[config.mk]
export PLATFORM = sky130hd
export DESIGN_NAME = inst_fetch
export DESIGN_NICKNAME = d
export VERILOG_FILES = /design/src/rtl/ifetch_pkg.sv /design/src/rtl/inst_fetch.sv
export SDC_FILE = /design/constraint.sdc
export NUM_CORES = 1
export LEC_CHECK = 0
export ABC_CLOCK_PERIOD_IN_PS = 3270
export BUFFER_PORTS_ARGS = -buffer_cell sky130_fd_sc_hd__clkbuf_2
export CAP_MARGIN = 20
export CORE_MARGIN = 8
export CORE_UTILIZATION = 29
export DETAILED_ROUTE_END_ITERATION = 6
export GPL_TIMING_DRIVEN = 0
export SETUP_SLACK_MARGIN = 0.1
export SYNTH_ARGS = -nofsm -noshare
export SYNTH_HDL_FRONTEND = slang
export SYNTH_SLANG_ARGS = --single-unit
[constraint.sdc]
create_clock -name clk -period 3.27 [get_ports clk]
set_input_delay 0.8175 -clock clk [delete_from_list [all_inputs] [get_ports clk]]
set_output_delay 0.8175 -clock clk [all_outputs]
set_load 0.05 [all_outputs]
[src/rtl/ifetch_pkg.sv]
// Shared definitions for the instruction-fetch stage: FSM states and
// PC-related constants.
package ifetch_pkg;

    typedef enum logic [1:0] {
        S_BOOT = 2'd0,
        S_RUN  = 2'd1,
        S_HALT = 2'd2
    } ifetch_state_e;

    localparam logic [31:0] DEFAULT_RESET_PC = 32'h0000_0000;
    localparam logic [31:0] NOP_INST         = 32'h0000_0000;
    localparam logic [31:0] PC_INC           = 32'd4;
    localparam logic [31:0] PC_ALIGN_MASK    = 32'hFFFF_FFFC;

endpackage

[src/rtl/inst_fetch.sv]
// Instruction-fetch stage: owns the PC, drives the synchronous ROM word
// address, pairs each ROM read with its PC and presents it to decode over
// valid/ready. Redirects take effect with zero bubble; stalls re-read the
// held address so rom_data stays stable.
// Optional feature macro: IFETCH_ALIGN_CHK_EN (misaligned redirect raises
// inst_adel and halts fetch until the next redirect).
module inst_fetch
    import ifetch_pkg::*;
#(
    parameter logic [31:0] RESET_PC = DEFAULT_RESET_PC
) (
    input  logic        clk,
    input  logic        rst,
    output logic [31:0] rom_addr,
    input  logic [31:0] rom_data,
    output logic        inst_valid,
    input  logic        inst_ready,
    output logic [31:0] inst_pc,
    output logic [31:0] inst,
    output logic        inst_adel,
    input  logic        redirect_valid,
    input  logic [31:0] redirect_pc
);

    ifetch_state_e state_q, state_d;
    logic [31:0]   fetch_pc_q, fetch_pc_d;
    logic [31:0]   resp_pc_q, resp_pc_d;
    logic          resp_valid_q, resp_valid_d;
    logic          resp_adel_q, resp_adel_d;

    logic [31:0]   redirect_tgt;
    logic          redirect_misaligned;
    logic          advance;
    logic [31:0]   addr_pc;

    // Redirect target and its alignment status for the active build.
`ifdef IFETCH_ALIGN_CHK_EN
    assign redirect_tgt        = redirect_pc;
    assign redirect_misaligned = |redirect_pc[1:0];
`else
    assign redirect_tgt        = redirect_pc & PC_ALIGN_MASK;
    assign redirect_misaligned = 1'b0;
`endif

    // Handshake, output and ROM address selection.
    always_comb begin
        advance    = (state_q != S_HALT) && (!resp_valid_q || inst_ready);
        inst_valid = resp_valid_q && !redirect_valid;
        inst_pc    = resp_pc_q;
        inst       = resp_adel_q ? NOP_INST : rom_data;

        if (redirect_valid) begin
            addr_pc = redirect_tgt;
        end else if (state_q == S_BOOT || advance) begin
            addr_pc = fetch_pc_q;
        end else begin
            // Re-read the held PC so the ROM keeps presenting the same word.
            addr_pc = resp_pc_q;
        end
        rom_addr = addr_pc >> 2;
    end

`ifdef IFETCH_ALIGN_CHK_EN
    assign inst_adel = resp_adel_q;
`else
    assign inst_adel = 1'b0;
`endif

    // Next-state logic: redirect first, then per-state fetch progress.
    always_comb begin
        // NOTE: every signal gets a hold default up front so no path through
        // the case/if tree leaves it unassigned, which would infer a latch.
        state_d      = state_q;
        fetch_pc_d   = fetch_pc_q;
        resp_pc_d    = resp_pc_q;
        resp_valid_d = resp_valid_q;
        resp_adel_d  = resp_adel_q;

        if (redirect_valid) begin
            resp_pc_d    = redirect_tgt;
            resp_valid_d = 1'b1;
            fetch_pc_d   = redirect_tgt + PC_INC;
            resp_adel_d  = redirect_misaligned;
            state_d      = redirect_misaligned ? S_HALT : S_RUN;
        end else begin
            unique case (state_q)
                S_BOOT, S_RUN: begin
                    if (state_q == S_BOOT || advance) begin
                        resp_pc_d    = fetch_pc_q;
                        resp_valid_d = 1'b1;
                        resp_adel_d  = 1'b0;
                        fetch_pc_d   = fetch_pc_q + PC_INC;
                        state_d      = S_RUN;
                    end
                end
                S_HALT: begin
                    // Faulting pair leaves once decode takes it; fetch stays off.
                    if (inst_valid && inst_ready) begin
                        resp_valid_d = 1'b0;
                    end
                end
                default: state_d = S_BOOT;
            endcase
        end
    end

    // State registers with synchronous reset taking precedence over all else.
    always_ff @(posedge clk) begin
        // NOTE: non-blocking assignments here so every register samples the
        // pre-edge values, independent of statement order.
        if (rst) begin
            state_q      <= S_BOOT;
            fetch_pc_q   <= RESET_PC;
            resp_pc_q    <= 32'h0;
            resp_valid_q <= 1'b0;
            resp_adel_q  <= 1'b0;
        end else begin
            state_q      <= state_d;
            fetch_pc_q   <= fetch_pc_d;
            resp_pc_q    <= resp_pc_d;
            resp_valid_q <= resp_valid_d;
            resp_adel_q  <= resp_adel_d;
        end
    end

endmodule

* Word-level counts from Yosys, hierarchy flattened *
Cells that the tools add are included.

storage, ports and cells
  word-level logic and storage cells = 47
  latch bits = 0
  register bits after elaboration = 67
  output and inout bits = 98
  memories kept = 0
  input port bits = 68
  memory bits (writable) = 0
  memory bits (read-only) = 0

operators by class
  reduce and logical (&&, ||, !) cells = 17
  divide/modulo/power cells = 0
  add/subtract/negate cells = 2
  equality and inequality tests = 7
  mux-type cells = 14
  magnitude comparators = 0
  shifts and indexed selects = 0
  bitwise logic cells = 1
  multipliers = 0

operators by type and width
  kind                                            number
  2-to-1 mux 32 bit                               7
  adder 32 x 3 -> 32 bit (second input constant)  2
  != test 2 bit (second input constant)           3
  != test 3 bit (second input constant)           2
  AND reduction 2 bit                             3
  2-to-1 mux 1 bit                                4
  case mux 2 bit (2 select lines)                 1
  nonzero test 2 bit                              2
  OR reduction 2 bit                              2
  logical AND 1 bit                               3
  AND reduction 3 bit                             1
  nonzero test 3 bit                              1
  == test 2 x 1 -> 1 bit (second input constant)  1
  == test 2 bit (second input constant)           1
  zero test 1 bit                                 2
  zero test 2 bit                                 1
  logical OR 1 bit                                2
  2-to-1 mux 2 bit                                1
  case mux 1 bit (2 select lines)                 1
  NOT 1 bit                                       1

* Longest topological paths before layout *
  depth in word-level cells = 7
  mapped depth = 14
  depth with buffers taken out = 9

* Least setup slack after synthesis *
OpenSTA, ideal clock, no wires.

  path kind = in2out
  start point = input inst_ready
  end point = output rom_addr[16]
  cell stages on the path = 6
  arrival = 2.814 ns
  data required time = 2.453 ns
  buffers on the path = 3
  path slack = -0.362 ns
  cell sequence = nor2b_1 > clkbuf_1 > buf_2 > buf_2 > mux2i_1 > o21ai_0

on the way
  longest elaborated chain between the ends = 5

ends and longest elaborated chain
  element            RTL line          RTL
  start, declared    inst_fetch.sv:17  input logic inst_ready,
  logical OR 1 bit   inst_fetch.sv:47  advance = (state_q != S_HALT) && (!resp_valid_q || inst_ready);
  logical AND 1 bit  inst_fetch.sv:47
  logical OR 1 bit   inst_fetch.sv:54  end else if (state_q == S_BOOT || advance) begin
  2-to-1 mux 32 bit  inst_fetch.sv:54
  2-to-1 mux 32 bit  inst_fetch.sv:52  if (redirect_valid) begin
  end, declared      inst_fetch.sv:14  output logic [31:0] rom_addr,

No other way between the ends.

* Worst setup path after layout *
  start point = input redirect_valid
  end point = output rom_addr[4]

on the way
  longest elaborated chain between the ends = 1

ends and longest elaborated chain
  element            RTL line          RTL
  start, declared    inst_fetch.sv:21  input logic redirect_valid,
  2-to-1 mux 32 bit  inst_fetch.sv:52

No other way between the ends.

==> reports/metrics.csv <==
metric;value;unit
critPathMaxStageDelay;0.24;ns
clock.fmax;321.8;MHz
setup_viol;0;
maxCapViolCount;0;
timing.rr.start;fetch_pc_q[11]$_SDFFE_PP0P_;
design_area;0.005635;mm^2
cp.depth;9;
cts_tree;built;
cts.sinks;63;
worst_path_max_delay_cell;clkbuf_4;
row_count;43;
ys_types;52;
yosysTopAreaCell;dfxtp_1;
synth_edf_count;0;
crit_fanout;10;
power_switching;914.9;uW
sw_frac_of_total;33.68;%
final_util;40.44;%
ctsHtreeMaxLevel;3;
crit_required;2.45;ns
grt_setup_unrepaired;true;
cts_resized;54;
hold_ws;0.4777;ns
period_minus_slack;3.107;ns
layout-drive-gt1-share;33.73;%
grt_max_degree;11;
powerDensity;482.1;mW/mm^2
drtIter0Drc;275;
crit_type;in2out;
seqPwrFrac;31.9;%
r2r_slack;0.78;ns
numCtsBuffers;9;
synth_top_area_share;30.30;%
hold_buffers;0;
via_count;4276;
syn_area;0.004163;mm^2
num_antenna_cells;0;
timing.rr.end;fetch_pc_q[31]$_SDFFE_PP0P_;
route.detailed.drc;0;
vias_per_cell;5.048;
grt_pass1_vias;4144;
avgSynthCellArea;7.959;um^2
first_pass_iters;5;
synthMuxAreaShare;8.566;%
pwr-share-clk;40.9;%
hp-class;reg2reg;
cts.clk_slew.worst_paths;0.05;ns
grtUsageTotal;15.96;%
yosysWarnings;0;
finalClockSkew;0.008269;ns
place_hpwl;11580;um
clk_latency;0.34;ns
die_width;135.8;um
crit_chain;buf_6 > buf_6 > buf_4 > buf_4 > buf_6 > clkbuf_4 > nand2_1 > o21ai_2 > clkbuf_8;
multi_input_area;0.002542;mm^2
synth_top_family_by_area;simple AND/OR/NAND/NOR gates;
grt_remaining_overflow;0;
routed_wl;15090;um
status;completed;
cp-endpoint;rom_addr[4];
seq_area;0.001261;mm^2
cp-end-kind;primary output;
finalPower;2717;uW
ir_worst_vdd;0.2153;mV
synthTopCellsByArea;dfxtp_1, mux2i_1, buf_4, nand2_1, xnor2_1;
drt-wirelength-per-cell;17.82;um
initial_core_util;29.87;%
antenna_left;0;
grt_pass1_wl;23030;um
slew_headroom;53.41;%
period_share;95.03;%
synth-async-reset-ratio;0;%
synthFlopType;dfxtp_1;
slew_viol_final;0;
gp_routability_congestion;0.8829;
io_pins;166;
dieArea;0.01844;mm^2
die_h;135.8;um
worst_path_most_repeated_cell;buf_6;
synth_xor_area_share;9.258;%
ctsRootBufferMaster;clkbuf_16;
final_hold_viol_count;0;
path_buf_inv;7;
layout.nets;731;
r2r_cells;7;
core;0.01393;mm^2
place_area;0.005100;mm^2
combPwrFrac;27.2;%
start_kind;primary input;
ys_ff_latch;63;
crit_family;buffers and inverters;
syn_inst;523;
area_growth;35.38;%
post_cts_buffers;0;
synth-adder-area-share;0.3006;%
antenna_found_initial;0;
worst_pin_slew;0.6988;ns
p_leak;0.002394;uW
crit_path_start;redirect_valid;
fillers;1446;
clock_path_buffers;2;
port_buffers;126;
synth_simple_gate_area_share;26.18;%
worstPathArrival;2.29;ns
p_int;1802;uW
synth_compound_area_share;14.55;%
seq_area_frac_synth;30.30;%
how the worst min path moves through the flow:
stage	start	cells past startpoint	endpoint	slack [ns]
2_1_floorplan	fetch_pc_q[2]$_SDFFE_PP0P_	2	fetch_pc_q[2]$_SDFFE_PP0P_	0.45
3_3_place_gp	inst_pc[0]$_SDFF_PP0_	1	inst_pc[0]$_SDFF_PP0_	0.47
3_5_place_dp	inst_pc[0]$_SDFF_PP0_	1	inst_pc[0]$_SDFF_PP0_	0.47
4_1_cts	inst_pc[0]$_SDFF_PP0_	1	inst_pc[0]$_SDFF_PP0_	0.48
5_1_grt	inst_pc[1]$_SDFF_PP0_	1	inst_pc[1]$_SDFF_PP0_	0.50
6_report	inst_pc[0]$_SDFF_PP0_	1	inst_pc[0]$_SDFF_PP0_	0.48
per-stage QoR:
stage / setup WS [ns] / instances / TNS, ns
after global placement: -0.8145 / 831 / -21.80
after global routing: 0.08880 / 847 / 0
after detailed placement: -0.8885 / 831 / -23.44
final: 0.1626 / 847 / 0
after CTS: 0.05254 / 847 / 0
after floorplan: -0.2829 / 525 / -1.329
cells in the final DEF (no fill, tap or decap), types with 13 or more instances in the layout:
cell type	instances
mux2i_1	33
buf_4	46
xor2_1	17
xnor2_1	27
nor2_1	29
a211oi_1	13
and2_1	32
o21ai_2	19
nand4_1	20
dfxtp_1	63
nand2_1	63
nand3_1	27
clkbuf_8	16
clkbuf_2	107
layer usage:
layer / track usage (%) / vias up / wire length [um]
li1: - / 2092 / -
met2: 25.46 / 193 / 7005
met1: 19.56 / 1973 / 6272
met4: 6.292 / 0 / 306
met3: 5.018 / 18 / 1510
met5: 0 / - / 0
cell families after synthesis:
group                      Yosys count
and+or+nand+nor                    208
AOI/OAI and AO/OA                   94
buffers and inverters               77
DFF                                 63
xor gates and xnor gates            44
muxes                               35
adders and majority gates            1
other                                1
area by class of cell:
type                    instances  share of cell area, %
multi-input cells             385                  45.12
flip-flops and latches         63                  22.38
repair buffers                126                  13.50
plain buffers                  70                  8.437
clock buffers                  14                  5.040
well taps                     180                  3.996
clock inverters                 2                  1.066
inverters                       7                 0.4663
flip-flops by register name, summed over array words and instances, names as in the netlist:
signal and flops:
state_q 1, fetch_pc_q 30, inst_pc 32
power groups by stage:
stage	sequential (uW)	clock [uW]	combinational [uW]
final	867	1110	739
after global routing	873	1170	782
after CTS	866	1130	740
after detailed placement	883	0	707
after global placement	882	0	703
after floorplan	947	0	453
cells in the mapped netlist (17+ instances only):
| library cell | instances |
|---|---|
| nor2_1 | 29 |
| o21ai_0 | 35 |
| nand4_1 | 20 |
| and2_1 | 32 |
| nand3_1 | 27 |
| buf_4 | 36 |
| dfxtp_1 | 63 |
| xor2_1 | 17 |
| nand2_1 | 63 |
| clkbuf_1 | 20 |
| mux2i_1 | 33 |
| xnor2_1 | 27 |
(Power assumes the default switching activity.)
